`src/rtl/mul_ctrl.sv`:
```
// Multi-cycle sequencer for the external 32x32 multiplier; owns HI/LO and the pipeline stall.
// Optional MADD/MADDU accumulate path is built only when MUL_CTRL_ACC_EN is defined.
module mul_ctrl #(
  parameter int unsigned LATENCY = 4
) (
  input  logic        clk,
  input  logic        rst_n,
  input  logic        start,
  input  logic [1:0]  op,
  input  logic [31:0] a,
  input  logic [31:0] b,
  output logic        ready,
  output logic [31:0] mul_a,
  output logic [31:0] mul_b,
  input  logic [63:0] mult_res,
  input  logic [63:0] multu_res,
  input  logic        hilo_rd,
  input  logic        mthi,
  input  logic        mtlo,
  input  logic [31:0] wdata,
  output logic        busy,
  output logic        stall,
  output logic        done,
  output logic [31:0] hi,
  output logic [31:0] lo
);

  localparam int unsigned DW = 32;
  localparam int unsigned CW = 4;

  typedef enum logic {
    S_IDLE = 1'b0,
    S_BUSY = 1'b1
  } state_t;

  state_t          r_state;
  state_t          w_state_nxt;
  logic [CW-1:0]   r_cnt;
  logic            r_sel_u;
  logic            w_accept;
  logic            w_wb;
  logic [2*DW-1:0] w_prod;
  logic [2*DW-1:0] w_hilo_nxt;

`ifdef MUL_CTRL_ACC_EN
  logic            r_acc;
`else
  logic            w_unused_op1;
  assign w_unused_op1 = op[1];
`endif

  // State register
  always_ff @(posedge clk or negedge rst_n) begin
    if (!rst_n) begin
      r_state <= S_IDLE;
    end else begin
      r_state <= w_state_nxt;
    end
  end

  // Next-state logic
  always_comb begin
    w_state_nxt = r_state;
    case (r_state)
      S_IDLE:  if (start) w_state_nxt = S_BUSY;
      S_BUSY:  if (r_cnt == '0) w_state_nxt = S_IDLE;
      default: w_state_nxt = S_IDLE;
    endcase
  end

  // State-derived outputs and strobes; stall is purely combinational from busy
  always_comb begin
    ready    = 1'b0;
    busy     = 1'b0;
    case (r_state)
      S_IDLE:  ready = 1'b1;
      S_BUSY:  busy  = 1'b1;
      default: ready = 1'b0;
    endcase
    stall    = busy & (hilo_rd | mthi | mtlo | start);
    w_accept = ready & start;
    w_wb     = busy & (r_cnt == '0);
  end

  assign w_prod = r_sel_u ? multu_res : mult_res;

`ifdef MUL_CTRL_ACC_EN
  assign w_hilo_nxt = r_acc ? ({hi, lo} + w_prod) : w_prod;
`else
  assign w_hilo_nxt = w_prod;
`endif

  // Operand latch and latency counter; operands stay frozen for the whole BUSY window
  always_ff @(posedge clk or negedge rst_n) begin
    if (!rst_n) begin
      r_cnt   <= '0;
      mul_a   <= '0;
      mul_b   <= '0;
      r_sel_u <= 1'b0;
`ifdef MUL_CTRL_ACC_EN
      r_acc   <= 1'b0;
`endif
    end else if (w_accept) begin
      r_cnt   <= CW'(LATENCY - 1);
      mul_a   <= a;
      mul_b   <= b;
      r_sel_u <= op[0];
`ifdef MUL_CTRL_ACC_EN
      r_acc   <= op[1];
`endif
    end else if (busy && (r_cnt != '0)) begin
      r_cnt   <= r_cnt - CW'(1);
    end
  end

  // HI/LO: product writeback in BUSY, MTHI/MTLO only while idle
  always_ff @(posedge clk or negedge rst_n) begin
    if (!rst_n) begin
      hi   <= '0;
      lo   <= '0;
      done <= 1'b0;
    end else begin
      done <= w_wb;
      if (w_wb) begin
        {hi, lo} <= w_hilo_nxt;
      end else if (ready) begin
        if (mthi) hi <= wdata;
        if (mtlo) lo <= wdata;
      end
    end
  end

endmodule

```
`config.mk`:
```
export PLATFORM = sky130hd
export DESIGN_NAME = mul_ctrl
export DESIGN_NICKNAME = d
export VERILOG_FILES = /design/src/rtl/mul_ctrl.sv
export SDC_FILE = /design/constraint.sdc
export NUM_CORES = 1
export LEC_CHECK = 0
export CORE_MARGIN = 3
export CORE_UTILIZATION = 35
export DETAILED_ROUTE_END_ITERATION = 10
export HOLD_SLACK_MARGIN = 0.08
export PLACE_DENSITY = 0.77
export SLEW_MARGIN = 20
export SYNTH_ARGS = -nofsm -noshare
export SYNTH_HDL_FRONTEND = slang
export SYNTH_SLANG_ARGS = --single-unit
```
`constraint.sdc`:
```
create_clock -name clk -period 1.45 [get_ports clk]
set_input_delay 0.435 -clock clk [delete_from_list [all_inputs] [get_ports clk]]
set_output_delay 0.435 -clock clk [all_outputs]
set_load 0.01 [all_outputs]
```
==> metrics.cfg, run 1 <==
[route]
antenna_left=0
detailroute.via_count=5349
wl_per_cell_microns=21.2
drtIter0Drc=117
drt-total-wl_mm=23.3
routed_via_density=4.86
drc_errors=0
firstDrtPassIters=4

[final_layout]
fin_nets=1096
syn_to_final_growth_pct=74.6
drive_above_1_share_pct=35.1
antenna_cells=0
finalInstanceArea_sq_um=11200

[worst_setup_path]
cp.required_ps=1020
reg2reg_depth=6
path_buf_inv=2
r2r_setup_slack_ps=-70
path_cells=inv_2, nor2_2, buf_2
crit_fanout=3
arrival_ps=1110
setup.worst_path.start_class=register
rr_endpoint=hi[8]
max_stage_delay_ps=380
rr_startpoint=r_cnt[0]
critPathCaptureType=output port
cp_top_family=flip-flops
critical_path_depth=3
crit_type=register to output port
slowest_stage=dfrtp_1

[clock_network]
cts_buffer_depth=2
numCtsBuffers=17
clkSinkCount=135
tritoncts=built
cts_htree_levels=4
insertion_delay_ps=420
clk_pin_slew_worst_paths_ps=60
cts-root-buf=clkbuf_16

[grt]
track_usage_pct=21.7
grt_max_degree=33
grt_pass1_wl_mm=33.6
grt_overflow=0
antenna_found_initial=0
first_global_vias=6044

[floorplan]
dieArea_sq_um=20000
die_h_microns=141
chipWidth_microns=141
start_util_pct=36.4
io_pins=364
core.rowCount=48
core_region_area_sq_um=17700

[logic_synthesis]
synth_top_cells_by_count=192 x mux2i_1, 135 x dfrtp_1, 65 x mux2_2
yosysTopAreaCellShare_pct=52.6
yosysMostFrequentCell=mux2i_1
postSynthCellCount=451
ys_ff_latch=135
synth_cell_types=26
synth-async-reset-ratio_pct=100
syn_area_sq_um=6420
ys_seq_area_share_pct=52.6
synth_edf_count=0
postSynthAreaPerCell_sq_um=14.2
synth_area_leaders=dfrtp_1 53%, mux2i_1 30%, mux2_2 11%
synthFlopType=dfrtp_1
ys_warn_count=0
synth_top_area_cell=dfrtp_1
synth_fp_nets=685

[hold_path]
min_path_type=input port to asynchronous set/reset pin

[place]
dp_hpwl_mm=16.4
pre_cts_ws_ps=-696
placed_area_sq_um=10500
gp_congestion=0.813
numPortBuffers=362

[sta]
layout_setup_ws_ps=-95.7
skew_ps=9.77
worst_slew_pin_slew_ps=368
fin_crit_sh_pct=107
fmax_mhz=647
slew_headroom_pct=75.4
final_hold_viol_count=0
slew_violations=0
min_period_ps=1550
setup_violations=55
rsz0062_at_grt=true

[outcome]
failed_checks=setup timing
outcome=finished with violations

[power_and_ir_drop]
ir_worst_vdd_uv=1040
p_per_area_nw_per_um2=2020
leakage_nw=5.37

[run]
max_cap_violations=0

through the flow:
stage                     total power [W]  std cells  TNS (ps)  hold WS, ps  utilization (%)
after CTS                          0.0217       1086     -3740          487             60.7
after global routing               0.0240       1100     -6410          507             63.5
after detailed placement           0.0184       1038    -59050          362             59.5
final                              0.0226       1100     -1170          491             63.5
after global placement             0.0179       1038    -55970          365             59.5
after floorplan                    0.0122        451      -118          139                -
cell usage in the layout (no fill, tap or decap), drive strengths merged:
master / n
nor2b: 2
inv: 11
a21boi: 1
nand4b: 1
nand2: 3
buf: 186
bufinv: 3
and4bb: 1
a2bb2oi: 1
nor4: 1
clkinv: 2
nand3b: 1
mux2i: 192
dlygate4sd2: 1
o31ai: 1
clkdlybuf4s15: 2
o21ai: 1
nor2: 3
ha: 2
mux2: 65
clkinvlp: 2
clkbuf: 26
nor3: 1
clkdlybuf4s50: 225
nand2b: 3
a21oi: 1
dfrtp: 135
dlygate4sd3: 1
o211ai: 1
report_power, final:
group	switching, W	internal [W]	total (W)
Sequential	0.00115	0.00575	0.00689
Clock	0.00177	0.00276	0.00453
Combinational	0.00504	0.00619	0.0112
cells by family after synthesis:
logic type | share of synthesized area [%]
compound gates | 0.643
mux | 41.3
simple gates | 1.50
flops | 52.6
fa+ha+maj | 0.390
buf+inv | 3.55
sequential cells by signal, indices dropped and copies added (netlist names):
register and cells:
r_sel_u 1, done 1, mul_a 32, mul_b 32, r_state 1, hi 32
lo 32, r_cnt 4
worst max path at each step:
stage,end,from
final,stall,r_state
after global routing,stall,r_state
after CTS,busy,r_state
after detailed placement,stall,start
after global placement,stall,start
after floorplan,hi[10],r_cnt[0]
layout make-up:
| cell class | count | area, sq um |
|---|---|---|
| Clock buffer | 18 | 429 |
| Clock inverter | 14 | 189 |
| Fill cell | 1373 | 6440 |
| Inverter | 4 | 15.0 |
| Multi-Input combinational cell | 281 | 3060 |
| Sequential cell | 135 | 3380 |
| Tap cell | 225 | 282 |
| Timing Repair Buffer | 423 | 3850 |
repair_timing:
action                                  4_1_cts  5_1_grt
pin swaps                                     2        4
setup buffers                                11        8
cloned                                        5        9
endpoints found under the setup margin      253      136
gates resized for setup                     546       64
endpoints found under the hold margin        26        0
hold buffers                                  1        0
metal layers:
layer  vias to the layer above  wire length, microns  track usage [%]
met5                         -                     0                0
met4                         0                   294             6.21
met3                        22                  1970             7.92
met2                       239                 12500             40.2
met1                      2634                  8550             23.2
li1                       2454                     -                -
No activity file was read; power rests on OpenSTA's default activity.
==> run 2: changes to the inputs <==
SKIP_CTS_REPAIR_TIMING = 1   (was default)
==> metrics.cfg, run 2 (synthesis results as in run 1) <==
[outcome]
outcome=finished with violations
failed_checks=setup timing

[clock_network]
cts-root-buf=clkbuf_16
cts_htree_levels=4  ; unchanged
numCtsBuffers=17  ; unchanged
clkSinkCount=135  ; unchanged
cts_buffer_depth=2  ; unchanged
insertion_delay_ps=420  ; about the same
tritoncts=built
clk_pin_slew_worst_paths_ps=60  ; about the same

[place]
dp_hpwl_mm=16.4  ; unchanged
pre_cts_ws_ps=-696  ; unchanged
gp_congestion=0.813  ; unchanged
numPortBuffers=362  ; unchanged
numPlacedInstances=1038  ; unchanged

[route]
drt-total-wl_mm=24.2  ; +3.8%
antenna_left=0  ; unchanged
routed_via_density=4.96  ; +1.9%
detailroute.via_count=5452  ; +1.9%
firstDrtPassIters=4  ; unchanged
drtIter0Drc=110  ; -6.0%
wl_per_cell_microns=22.0  ; +3.8%
drc_errors=0  ; unchanged

[floorplan]
core.rowCount=48  ; unchanged
io_pins=364  ; unchanged
dieArea_sq_um=20000  ; unchanged
core_region_area_sq_um=17700  ; unchanged
die_h_microns=141  ; unchanged
chipWidth_microns=141  ; unchanged
start_util_pct=36.4  ; unchanged

[grt]
grt_pass1_wl_mm=32.5  ; -3.1%
first_global_vias=5941  ; -1.7%
track_usage_pct=20.9  ; -0.82 points
grt_overflow=0  ; unchanged
antenna_found_initial=0  ; unchanged
grt_max_degree=56  ; +70%

[sta]
hold_ws_ps=479  ; -12.6 ps
setup_violations=126  ; +130%
skew_ps=10.3  ; +0.547 ps
final_hold_viol_count=0  ; unchanged
worst_slew_pin_slew_ps=373  ; +4.92 ps
layout_setup_ws_ps=-290  ; -195 ps
fmax_mhz=575  ; -11%
slew_headroom_pct=75.1  ; -0.33 points
rsz0062_at_grt=true
min_period_ps=1740  ; +195 ps
fin_crit_sh_pct=120  ; +13 points
slew_violations=0  ; unchanged

[hold_path]
hold_end=r_state
min_path_type=input port to register
hp-start=start
hold_depth=4

[worst_setup_path]
setup.worst_path.start_class=input port
rr_endpoint=lo[21]
crit_fanout=1  ; -2
reg2reg_depth=6  ; unchanged
r2r_setup_slack_ps=-80  ; about the same
arrival_ps=1310  ; +200 ps
rr_startpoint=r_cnt[0]
crit_type=input port to output port
critPathCaptureType=output port
cp.required_ps=1020  ; about the same

[power_and_ir_drop]
p_per_area_nw_per_um2=2010  ; -0.38%
leakage_nw=5.94  ; +11%
ir_worst_vdd_uv=1080  ; +3.4%

[final_layout]
antenna_cells=0  ; unchanged
fin_nets=1096  ; unchanged
drive_above_1_share_pct=30.1  ; -5.0 points
finalNonFillerCells=1100  ; unchanged
layout_common_cells=227 x clkdlybuf4s50_1, 183 x mux2i_1, 134 x dfrtp_1, 83 x clkbuf_2, 64 x mux2_4
syn_to_final_growth_pct=82.3
final_common_cell=clkdlybuf4s50_1

[run]
max_cap_violations=0  ; unchanged

[run 2: cell types whose count changed in the layout (fill, tap and decap cells not counted), moves of 15 or more]
cell            delta
buf_2            -131
clkbuf_2          +82
dlymetal6s2s_1    +49
mux2_2            -15
mux2_4            +15
[run 2: power breakdown]
part           internal, W  total [W]  switching [W]
Combinational      0.00686     0.0120        0.00517
Clock              0.00276    0.00454        0.00178
Sequential         0.00575    0.00698        0.00123
[run 2: critical path, stage by stage]
cell and delay, ps:
clkdlybuf4s50_1 400, nor4_1 260, nor2_1 70, clkbuf_2 140
[run 2: area by class of cell]
| class | instances | area, sq um |
|---|---|---|
| clock buffers | 18 | 429 |
| flip-flops and latches | 135 | 3380 |
| fillers | 1295 | 5950 |
| multi-input cells | 281 | 3130 |
| inverters | 4 | 15.0 |
| well taps | 225 | 282 |
| repair buffers | 423 | 4280 |
| clock inverters | 14 | 189 |
[run 2: through the flow]
stage / power, W / setup TNS [ps] / utilization (%) / instance area [sq um]
4_1_cts: 0.0230 / -53510 / 63.0 / 11100
6_report: 0.0235 / -5330 / 66.3 / 11700
5_1_grt: 0.0248 / -11710 / 66.3 / 11700
3_5_place_dp: 0.0184 / -59050 / 59.5 / 10500
3_3_place_gp: 0.0179 / -55970 / 59.5 / 10500
2_1_floorplan: 0.0122 / -118 / - / 6440
[run 2: routing by layer]
metal  routed length (microns)  GRT usage [%]
met5                         0              0
met4                       389           6.21
met3                      2180           7.99
met2                     13000           38.3
met1                      8690           22.3
[run 2: worst max-delay path by stage]
stage | end | depth (start not counted) | start
after floorplan | hi[10] | 7 | r_cnt[0]
after global placement | stall | 4 | start
after detailed placement | stall | 4 | start
after CTS | stall | 4 | start
after global routing | stall | 4 | hilo_rd
final | stall | 4 | hilo_rd
